==> src/rtl/mem_copier_if.sv <==
// Command and RAM-port bundle for the mem_copier block-copy/fill engine.
// slave is the engine side; master is the requester/RAM side.
interface mem_copier_if #(
    parameter int LEN_W = 16
);
    logic             start;
    logic             mode;
    logic [31:0]      src;
    logic [31:0]      dst;
    logic [LEN_W-1:0] len;
    logic [31:0]      pattern;
    logic             busy;
    logic             done;
    logic [31:0]      mem_addr;
    logic [31:0]      mem_wdata;
    logic             mem_we;
    logic [31:0]      mem_rdata;

    modport slave (
        input  start, mode, src, dst, len, pattern, mem_rdata,
        output busy, done, mem_addr, mem_wdata, mem_we
    );

    modport master (
        output start, mode, src, dst, len, pattern, mem_rdata,
        input  busy, done, mem_addr, mem_wdata, mem_we
    );
endinterface

==> src/rtl/mem_copier.sv <==
// Word-granular copy/fill engine driving one port of a byte-addressed RAM.
// Copy alternates READ/WRITE per word; fill issues back-to-back WRITEs.
module mem_copier #(
    parameter int LEN_W = 16
) (
    input  logic          m_clock,
    input  logic          p_reset,
    mem_copier_if.slave   bus
);
    typedef enum logic [1:0] {
        S_IDLE,
        S_READ,
        S_WRITE,
        S_DONE
    } state_e;

    state_e           state_q, state_d;
    logic [31:0]      src_ptr_q, src_ptr_d;
    logic [31:0]      dst_ptr_q, dst_ptr_d;
    logic [LEN_W-1:0] cnt_q, cnt_d;
    logic             mode_q, mode_d;
    logic [31:0]      pat_q, pat_d;
    logic [31:0]      buf_q, buf_d;

    // State and datapath registers with synchronous reset
    always_ff @(posedge m_clock) begin
        if (p_reset) begin
            state_q   <= S_IDLE;
            src_ptr_q <= '0;
            dst_ptr_q <= '0;
            cnt_q     <= '0;
            mode_q    <= 1'b0;
            pat_q     <= '0;
            buf_q     <= '0;
        end else begin
            state_q   <= state_d;
            src_ptr_q <= src_ptr_d;
            dst_ptr_q <= dst_ptr_d;
            cnt_q     <= cnt_d;
            mode_q    <= mode_d;
            pat_q     <= pat_d;
            buf_q     <= buf_d;
        end
    end

    // Next-state and datapath update
    always_comb begin
        state_d   = state_q;
        src_ptr_d = src_ptr_q;
        dst_ptr_d = dst_ptr_q;
        cnt_d     = cnt_q;
        mode_d    = mode_q;
        pat_d     = pat_q;
        buf_d     = buf_q;
        unique case (state_q)
            S_IDLE: begin
                if (bus.start) begin
                    src_ptr_d = bus.src;
                    dst_ptr_d = bus.dst;
                    cnt_d     = bus.len;
                    mode_d    = bus.mode;
                    pat_d     = bus.pattern;
                    if (bus.len == '0) begin
                        state_d = S_DONE;
                    end else if (bus.mode) begin
                        state_d = S_WRITE;
                    end else begin
                        state_d = S_READ;
                    end
                end
            end
            S_READ: begin
                buf_d     = bus.mem_rdata;
                src_ptr_d = src_ptr_q + 32'd4;
                state_d   = S_WRITE;
            end
            S_WRITE: begin
                dst_ptr_d = dst_ptr_q + 32'd4;
                cnt_d     = cnt_q - LEN_W'(1);
                if (cnt_q == LEN_W'(1)) begin
                    state_d = S_DONE;
                end else if (mode_q) begin
                    state_d = S_WRITE;
                end else begin
                    state_d = S_READ;
                end
            end
            S_DONE: begin
                state_d = S_IDLE;
            end
            default: begin
                state_d = S_IDLE;
            end
        endcase
    end

    // Outputs decoded only from registered state
    always_comb begin
        bus.mem_addr  = '0;
        bus.mem_wdata = '0;
        bus.mem_we    = 1'b0;
        bus.busy      = 1'b0;
        bus.done      = 1'b0;
        unique case (state_q)
            S_READ: begin
                bus.mem_addr = src_ptr_q;
                bus.busy     = 1'b1;
            end
            S_WRITE: begin
                bus.mem_addr  = dst_ptr_q;
                bus.mem_we    = 1'b1;
                bus.mem_wdata = mode_q ? pat_q : buf_q;
                bus.busy      = 1'b1;
            end
            S_DONE: begin
                bus.done = 1'b1;
            end
            default: begin
                bus.mem_addr = '0;
            end
        endcase
    end
endmodule
==> src/flat_wrapper.sv <==
// flat-port wrapper written by rule: the top's interface ports become plain ports
module mem_copier_flat 
#(
    parameter int LEN_W = 16
)
  (m_clock, p_reset, bus_start, bus_mode, bus_src, bus_dst, bus_len, bus_pattern, bus_mem_rdata, bus_busy, bus_done, bus_mem_addr, bus_mem_wdata, bus_mem_we);
  mem_copier_if #(.LEN_W(LEN_W)) bus_i ();
  input  logic m_clock;
  input  logic p_reset;
  input wire logic [$bits(bus_i.start)-1:0] bus_start;
  input wire logic [$bits(bus_i.mode)-1:0] bus_mode;
  input wire logic [$bits(bus_i.src)-1:0] bus_src;
  input wire logic [$bits(bus_i.dst)-1:0] bus_dst;
  input wire logic [$bits(bus_i.len)-1:0] bus_len;
  input wire logic [$bits(bus_i.pattern)-1:0] bus_pattern;
  input wire logic [$bits(bus_i.mem_rdata)-1:0] bus_mem_rdata;
  output wire logic [$bits(bus_i.busy)-1:0] bus_busy;
  output wire logic [$bits(bus_i.done)-1:0] bus_done;
  output wire logic [$bits(bus_i.mem_addr)-1:0] bus_mem_addr;
  output wire logic [$bits(bus_i.mem_wdata)-1:0] bus_mem_wdata;
  output wire logic [$bits(bus_i.mem_we)-1:0] bus_mem_we;
  assign bus_i.start = bus_start;
  assign bus_i.mode = bus_mode;
  assign bus_i.src = bus_src;
  assign bus_i.dst = bus_dst;
  assign bus_i.len = bus_len;
  assign bus_i.pattern = bus_pattern;
  assign bus_i.mem_rdata = bus_mem_rdata;
  assign bus_busy = bus_i.busy;
  assign bus_done = bus_i.done;
  assign bus_mem_addr = bus_i.mem_addr;
  assign bus_mem_wdata = bus_i.mem_wdata;
  assign bus_mem_we = bus_i.mem_we;
  mem_copier #(.LEN_W(LEN_W)) u_core (.m_clock(m_clock), .p_reset(p_reset), .bus(bus_i));
endmodule
==> config.mk <==
export PLATFORM = sky130hd
export DESIGN_NAME = mem_copier_flat
export DESIGN_NICKNAME = d
export VERILOG_FILES = /design/src/rtl/mem_copier_if.sv /design/src/rtl/mem_copier.sv /design/src/flat_wrapper.sv
export SDC_FILE = /design/constraint.sdc
export NUM_CORES = 1
export LEC_CHECK = 0
export CORE_UTILIZATION = 50
export CTS_CLUSTER_DIAMETER = 200
export DETAILED_ROUTE_END_ITERATION = 12
export GPL_TIMING_DRIVEN = 0
export PLACE_DENSITY = 0.81
export SYNTH_ARGS = -nofsm -noshare
export SYNTH_HDL_FRONTEND = slang
export SYNTH_SLANG_ARGS = --single-unit
==> constraint.sdc <==
create_clock -name m_clock -period 2.7 [get_ports m_clock]
set_input_delay 0.405 -clock m_clock [delete_from_list [all_inputs] [get_ports m_clock]]
set_output_delay 0.405 -clock m_clock [all_outputs]
set_load 0.01 [all_outputs]
* Word-level counts from Yosys, hierarchy flattened *
Index checks and enable logic that the tools add are counted.

word-level totals
  word-level logic and storage cells = 41
  flip-flop bits (word level) = 147
  output and inout port bits = 67
  input bits = 148

operators by class
  equal/unequal tests = 5
  muxes and demuxes = 18
  add/sub/neg operators = 3
  reduce and logical (&&, ||, !) cells = 8

operator list
  operator                 count
  $pmux W32 S2             3
  $mux W32                 4
  $add A32 B3 Y32 const B  2
  $pmux W16 S2             1
  $eq A16 B1 Y1 const B    1
  $logic_not A16 Y1        1
  $mux W16                 1
  $sub A16 B1 Y16 const B  1
  $mux W2                  5
  $pmux W2 S4              1
  $reduce_and A2 Y1        3
  $eq A2 B2 Y1 const B     2
  $reduce_bool A2 Y1       2
  $mux W1                  3
  $eq A2 B1 Y1 const B     1
  $logic_not A2 Y1         1
  $ne A2 B2 Y1 const B     1
  $reduce_or A2 Y1         1

* Depth between registers and ports, before layout *
Gate-level depths: netlist of the first run.

  depth in word-level cells = 4
  mapped depth = 9
  gate-level depth less buffers = 7

* Least setup slack after synthesis of the first run *
OpenSTA, ideal clock, no wires.

  path kind = register to output
  start point = reg u_core.state_q[0]
  end point = out bus_mem_wdata[10]
  arrival = 1.950 ns
  path slack = 0.345 ns
  data required time = 2.295 ns
  buffers on the path = 4
  stages on the path, launching flop included = 9
  path through = dfxtp_1 -> inv_1 -> ha_1 -> clkbuf_1 -> inv_1 -> clkbuf_1 -> buf_1 -> buf_1 -> nor2_1

on the way
  cells in the longest elaborated chain, start to end = 2

ends and longest elaborated chain
  item                    line                RTL
  from (decl)             mem_copier.sv:17    state_e state_q, state_d;
  from (signal assigned)  mem_copier.sv:36    state_q <= state_d;
  $eq A2 B2 Y1            mem_copier.sv:104   unique case (state_q)
  $mux W32                mem_copier.sv:104
  to (decl)               flat_wrapper.sv:20  output wire logic [$bits(bus_i.mem_wdata)-1:0] bus_mem_wdata;

Every way passes these cells.

* Final worst setup path of the first run *
  start point = reg u_core.state_q[0]
  end point = out bus_mem_addr[23]

on the way
  cells in the longest elaborated chain, start to end = 2
  elaborated cells between the ends (all ways) = 3
  classes of those cells = 2 x eq/ne; 1 x mux

ends and longest elaborated chain
  item                                                 line                RTL
  $eq A2 B2 Y1 / $eq A2 B1 Y1 (equally long branches)  mem_copier.sv:104
  $pmux W32 S2 (*)                                     mem_copier.sv:104
  to (decl)                                            flat_wrapper.sv:19  output wire logic [$bits(bus_i.mem_addr)-1:0] bus_mem_addr;

Every way passes the cells marked *; elsewhere a longest branch is shown, timed or not.

==> impl_metrics.json, run 1 <==
{
  "status": "complete, but fails checks",
  "violations": "setup timing",
  "cts_root_buf": "clkbuf_16",
  "ys_seq_area_frac": 0.3428,
  "die_y_um": 133.0,
  "grt_first_pass_wirelength_mm": 51.41,
  "drtIter0Drc": 1496,
  "drtPass1Iterations": 7,
  "worst_pin_slew_ns": 0.8832,
  "cts_max_path_buffers": 2,
  "synth_warnings": 0,
  "ys.flop_type": "dfxtp_1",
  "clkTransAtPathRegs_ns": 0.07,
  "cp_max_fo": 10,
  "drive_above_1_share": 0.08744,
  "p_comb_frac": 0.305,
  "async_flop_share": 0,
  "criticalPathCategory": "reg2out",
  "grt_max_degree": 17,
  "finalSetupViolations": 1,
  "layout_commonest_cell": "clkdlybuf4s50_1",
  "coreArea_sq_um": 16700,
  "clkPwrFrac": 0.325,
  "portBuffers": 214,
  "start_kind": "register",
  "avgRoutedWirePerCell_um": 21.27,
  "rsz0062_at_grt": "true",
  "worst_skew_pair.late_latency_ns": 0.44,
  "grt_antenna_before_repair": 0,
  "min_from": "u_core.pat_q[30]$_SDFFE_PP0P_",
  "placedInstanceArea_sq_um": 11000,
  "final.setup.tns_ns": -0.1248,
  "r2r_start": "u_core.state_q[0]$_SDFFE_PP0P_",
  "route.met3.wl_mm": 4.311,
  "pin_count": 215,
  "fp.dieW_um": 133.0,
  "fin_worst_skew_ns": 0.006801,
  "r2r_slack_ns": 0.06,
  "mostFrequentLayoutCells": "clkdlybuf4s50_1 (155), dfxtp_1 (146), nand2_1 (142)",
  "p_int_uw": 4710,
  "synth_area_sq_um": 8586,
  "synth_top_area_share": 0.3428,
  "cts_tree": "yes",
  "cts.sinks": 147,
  "timing.hold.ws_ns": 0.4572,
  "groute.usage.overall": 0.3744,
  "rows": 47,
  "routed_wl_mm": 33.63,
  "relSlewSlack": 0.4112,
  "overflow": 0,
  "swShare": 0.3607,
  "via_count": 10081,
  "final_max_slew_viol_count": 0,
  "cts-buffers-inserted": 17,
  "ir_drop_v": 0.0005271,
  "synth_area_leader_cell": "dfxtp_1",
  "fin_area_sq_um": 11840,
  "antennaDiodeCount": 0,
  "top_layer": "met4",
  "synthDistinctLibCells": 72,
  "vias_per_cell": 6.376,
  "hold_viol": 0,
  "seq_power_share": 0.371,
  "startpoint": "u_core.state_q[0]$_SDFFE_PP0P_",
  "ys_ff_latch": 147,
  "start_util": 0.5141,
  "multiInputGateArea_sq_um": 5246,
  "syn_area_per_cell_sq_um": 7.693,
  "cts_max_level": 4,
  "place.gp.congestion": 0.9882,
  "wl_met1_mm": 12.52,
  "fillerInstances": 1356,
  "period_share": 1.046,
  "synth_area_leaders": "dfxtp_1 (34%), mux2i_1 (9.2%), nand2_1 (6.2%)",
  "antenna_left": 0,
  "endpoint_kind": "primary output",
  "seq_area_sq_um": 2944,
  "min_path_type": "reg2reg",
  "worstPathRequired_ns": 2.30,
  "mappedNetlistNets": 1273,
  "p_switching_uw": 2657,
  "leakage_uw": 0.004636,
  "fin_ws_ns": -0.1248,
  "power-per-cell-area_nw_per_um2": 622.2,
  "syn2layout_area_growth_pct": 37.92,
  "drv_cap": 0,
  "met2_wirelength_mm": 15.05,
  "drc": 0,
  "dieArea_sq_um": 17700,
  "cp.arrival_ns": 2.42,
  "dp_hpwl_mm": 23.96,
  "final.min_clock_period_ns": 2.825,
  "grt_pass1_vias": 9447,
  "synth_edf_count": 0,
  "max_clock_freq_mhz": 354.0,
  "syn_inst": 1116,
  "nNetsFinal": 1505
}
==> per-layer routing <==
layer / GRT usage / up-vias
met5: 0 / -
met4: 0.1762 / 0
met3: 0.1084 / 161
met2: 0.5980 / 785
met1: 0.4629 / 4609
li1: - / 4526
==> power by group through the flow <==
stage / clock network [uW] / registers [uW] / logic [uW]
2_1_floorplan: 0 / 2650 / 1320
3_3_place_gp: 0 / 2730 / 2040
5_1_grt: 2480 / 2750 / 2380
3_5_place_dp: 0 / 2740 / 2080
6_report: 2390 / 2730 / 2240
4_1_cts: 2380 / 2710 / 2170
==> flip-flops by register name, indices dropped and copies added, names as in the netlist <==
name	count
u_core.mode_q	1
u_core.pat_q	32
u_core.src_ptr_q	32
u_core.cnt_q	16
u_core.buf_q	32
u_core.state_q	2
u_core.dst_ptr_q	32
==> through the flow <==
stage          total power (uW)  instances    util  setup WS, ns
2_1_floorplan              3974       1116       -        0.3450
3_3_place_gp               4776       1550  0.6588       -0.8894
3_5_place_dp               4820       1550  0.6588       -0.9167
4_1_cts                    7259       1584  0.7052       -0.1189
5_1_grt                    7611       1581  0.7090       -0.1568
6_report                   7368       1581  0.7090       -0.1248
==> worst max-delay path, cell delays in order, from the launching register on <==
cell             delay (ns)
dfxtp_1                0.40
inv_2                  0.09
ha_2                   0.45
buf_4                  0.23
a21boi_2               0.25
clkdlybuf4s50_1        0.56
==> worst paths after layout <==
| kind | end | depth (start not counted) |
|---|---|---|
| worst min-delay path | u_core.pat_q[30]$_SDFFE_PP0P_ | 2 |
| worst max register to register | u_core.dst_ptr_q[31]$_SDFFE_PP0P_ | 9 |
| worst max-delay path | bus_mem_addr[23] | 5 |
| worst min register to register | u_core.pat_q[30]$_SDFFE_PP0P_ | 2 |
==> final cells by class <==
cell class | count | area share
tap | 220 | 0.02325
multi-input combinational | 855 | 0.4430
sequential | 147 | 0.2486
clock inverter | 12 | 0.01004
buffer | 88 | 0.04459
clock buffer | 20 | 0.03857
timing repair buffer | 218 | 0.1849
inverter | 21 | 0.006974
==> cells in the mapped netlist (3+ instances only) <==
cell,n
o32ai_1,3
o21a_1,6
nand3_1,36
or4_1,7
buf_1,18
o211ai_1,4
mux2i_1,79
a2111oi_0,4
nor3_1,23
nand4_1,14
a2bb2oi_1,3
o31ai_1,5
nor4_1,15
a22o_1,3
nor2b_1,37
and4_1,3
a22oi_1,37
nor3b_1,6
clkbuf_1,61
a21oi_1,106
o22ai_1,18
nor2_1,125
a21o_1,8
mux2_2,3
and2_1,4
buf_2,12
or3_1,8
o221ai_1,9
nor4_4,3
a31oi_1,11
a211oi_1,13
o21ai_0,41
a221oi_1,4
a311oi_1,8
and3_1,12
a21boi_0,4
nand2_1,142
o2bb2ai_1,6
ha_1,9
dfxtp_1,147
inv_1,20
==> repair_timing <==
action | CTS | global route
gates resized for setup | 119 | 36
buffers inserted | 4 | 0
pin swaps | 0 | 1
endpoints found under the setup margin | 76 | 43
cloned | 0 | 0
hold buffers | 0 | 0
==> cell families after synthesis <==
logic type | after synthesis | share of synthesized area
AO/OA/AOI/OAI | 307 | 0.2303
adder cells (fa/ha/maj) | 9 | 0.01312
buffers and inverters | 114 | 0.05508
flip-flops | 147 | 0.3428
multiplexers | 82 | 0.09604
AND/OR/NAND/NOR | 457 | 0.2628
Power figures use the tool's default switching activity.
==> inputs of run 2 (changes only) <==
--- a/config.mk
+++ b/config.mk
@@ -5,11 +5,11 @@
 export SDC_FILE = /design/constraint.sdc
 export NUM_CORES = 1
 export LEC_CHECK = 0
-export CORE_UTILIZATION = 50
+export CORE_UTILIZATION = 54
 export CTS_CLUSTER_DIAMETER = 200
 export DETAILED_ROUTE_END_ITERATION = 12
 export GPL_TIMING_DRIVEN = 0
-export PLACE_DENSITY = 0.81
+export PLACE_DENSITY = 0.87
 export SYNTH_ARGS = -nofsm -noshare
 export SYNTH_HDL_FRONTEND = slang
 export SYNTH_SLANG_ARGS = --single-unit
==> constraint.sdc (replaced) <==
create_clock -name m_clock -period 3.3 [get_ports m_clock]
set_input_delay 0.495 -clock m_clock [delete_from_list [all_inputs] [get_ports m_clock]]
set_output_delay 0.495 -clock m_clock [all_outputs]
set_load 0.01 [all_outputs]
==> run 2 against run 1 <==
The flow now finishes without violations. Setup slack improved by 0.15 ns. Total power is 19% lower. Combinational power down 21%. Sequential power decreased by 18%. Non-clock buffer count did not move. Largest cell class unchanged. Largest power group unchanged.
==> impl_metrics.json, run 2 (synthesized netlist as in run 1, its figures left out) <==
{
  "placed_cells": 1541,
  "drtIter0Drc": 1566,
  "mostFrequentLayoutCells": "clkdlybuf4s50_1 (213), dfxtp_1 (147), nand2_1 (142)",
  "dieArea_sq_um": 16410,
  "criticalPathCategory": "reg2out",
  "final.min_clock_period_ns": 3.271,
  "overflow": 0,
  "p_comb_frac": 0.298,
  "p_int_uw": 3804,
  "dp_hpwl_mm": 23.30,
  "rows": 45,
  "place.gp.congestion": 0.9730,
  "grt_pass1_vias": 9363,
  "layout_commonest_cell": "clkdlybuf4s50_1",
  "worstPathCellList": "inv_1 -> ha_2 -> clkbuf_4 -> buf_2 -> nand2_1 -> a21boi_0 -> clkdlybuf4s50_1",
  "syn2layout_area_growth_pct": 35.44,
  "cts_root_buf": "clkbuf_16",
  "grt_antenna_before_repair": 0,
  "final_core_util": 0.7565,
  "grt_max_degree": 17,
  "routed_wl_mm": 32.52,
  "start_util": 0.5586,
  "antenna_left": 0,
  "endpoint_kind": "primary output",
  "drv_cap": 0,
  "finalSetupViolations": 0,
  "fin_worst_skew_ns": 0.009471,
  "seq_power_share": 0.374,
  "period_share": 0.9912,
  "drtPass1Iterations": 6,
  "via_count": 10037,
  "power-per-cell-area_nw_per_um2": 512.5,
  "cts_max_level": 4,
  "fp.dieW_um": 128.1,
  "final_cells": 1572,
  "grt_first_pass_wirelength_mm": 49.12,
  "cp_max_fo": 10,
  "fin_ws_ns": 0.02896,
  "ir_drop_v": 0.0004157,
  "worst_skew_pair.late_latency_ns": 0.45,
  "cts.sinks": 147,
  "worst_pin_slew_ns": 0.8533,
  "drc": 0,
  "antennaDiodeCount": 0,
  "cts_tree": "yes",
  "cp.arrival_ns": 2.78,
  "max_clock_freq_mhz": 305.7,
  "coreArea_sq_um": 15370,
  "cts_hold_buf": 0,
  "avgRoutedWirePerCell_um": 20.68,
  "groute.usage.overall": 0.3914,
  "clkTransAtPathRegs_ns": 0.07,
  "hold_viol": 0,
  "vias_per_cell": 6.385,
  "portBuffers": 214,
  "die_y_um": 128.1,
  "cts-buffers-inserted": 17,
  "min_path_type": "reg2reg",
  "final_max_slew_viol_count": 0,
  "worstPathRequired_ns": 2.80,
  "status": "completed",
  "nNetsFinal": 1505,
  "leakage_uw": 0.004001,
  "slowest_stage": "clkdlybuf4s50_1",
  "clkPwrFrac": 0.329,
  "relSlewSlack": 0.4311,
  "p_switching_uw": 2156,
  "swShare": 0.3617,
  "pin_count": 215,
  "drive_above_1_share": 0.06760,
  "dp_slack_ns": -0.4405,
  "cts_max_path_buffers": 2,
  "start_kind": "register",
  "finalPower_uw": 5960,
  "slowest_delay_ns": 0.60
}
run 2: cell types whose count changed in the layout (fill, tap and decap cells not counted), sizes merged:
cell / change
clkdlybuf4s50: +58
dlygate4sd2: -33
dlymetal6s2s: -22
buf: -4
clkbuf: +3
clkdlybuf4s15: -3
clkinvlp: -2
inv: +2
clkinv: +1
run 2: per-stage QoR:
stage	hold WS [ns]	area [sq um]	setup TNS, ns
2_1_floorplan	0.4353	8586	0
3_3_place_gp	0.4417	10990	-10.01
3_5_place_dp	0.4482	10990	-12.52
4_1_cts	0.4578	11610	0
5_1_grt	0.4742	11630	-0.005462
6_report	0.4592	11630	0
run 2: power groups by stage:
stage / registers, uW / clock network, uW / logic, uW
final: 2230 / 1960 / 1770
after global routing: 2240 / 2020 / 1880
after CTS: 2210 / 1940 / 1710
after detailed placement: 2240 / 0 / 1680
after global placement: 2240 / 0 / 1650
after floorplan: 2170 / 0 / 1080
run 2: final timing paths:
| path | slack, ns | cells past startpoint | start | end |
|---|---|---|---|---|
| worst min-delay path | 0.46 | 2 | u_core.pat_q[17]$_SDFFE_PP0P_ | u_core.pat_q[17]$_SDFFE_PP0P_ |
| worst max register to register | 0.44 | 9 | u_core.state_q[0]$_SDFFE_PP0P_ | u_core.dst_ptr_q[31]$_SDFFE_PP0P_ |
| worst max-delay path | 0.03 | 7 | u_core.state_q[0]$_SDFFE_PP0P_ | bus_mem_addr[23] |
| worst min register to register | 0.46 | 2 | u_core.pat_q[17]$_SDFFE_PP0P_ | u_core.pat_q[17]$_SDFFE_PP0P_ |
run 2: per-layer routing:
metal  GRT usage  share of wire  wire, um  vias up
met5           0              0         0        -
met4      0.2284          0.055      1792        0
met3      0.1089           0.13      4217      149
met2      0.6180           0.44     14340      785
met1      0.4774           0.37     12160     4574
li1            -              -         -     4529
run 2: final cells by class:
| class | instances | area (sq um) |
|---|---|---|
| plain buffers | 91 | 427.9 |
| clock buffers | 19 | 442.9 |
| clock inverters | 13 | 136.4 |
| fillers | 1123 | 3742 |
| inverters | 21 | 82.58 |
| multi-input cells | 855 | 5180 |
| flip-flops and latches | 147 | 2943 |
| well taps | 211 | 264.0 |
| repair buffers | 215 | 2152 |
run 2: what timing repair did:
item                                    in CTS  in global routing
setup buffers                                1                  0
resized for setup                           21                 17
endpoints found under the setup margin      64                 30
run 2: critical path: cells and delay by family (launching register included):
| kind | cells | cell delay [ns] |
|---|---|---|
| buffers and inverters | 4 | 1.32 |
| flip-flops | 1 | 0.34 |
| adder cells (fa/ha/maj) | 1 | 0.34 |
| AO/OA/AOI/OAI | 1 | 0.24 |
| AND/OR/NAND/NOR | 1 | 0.08 |
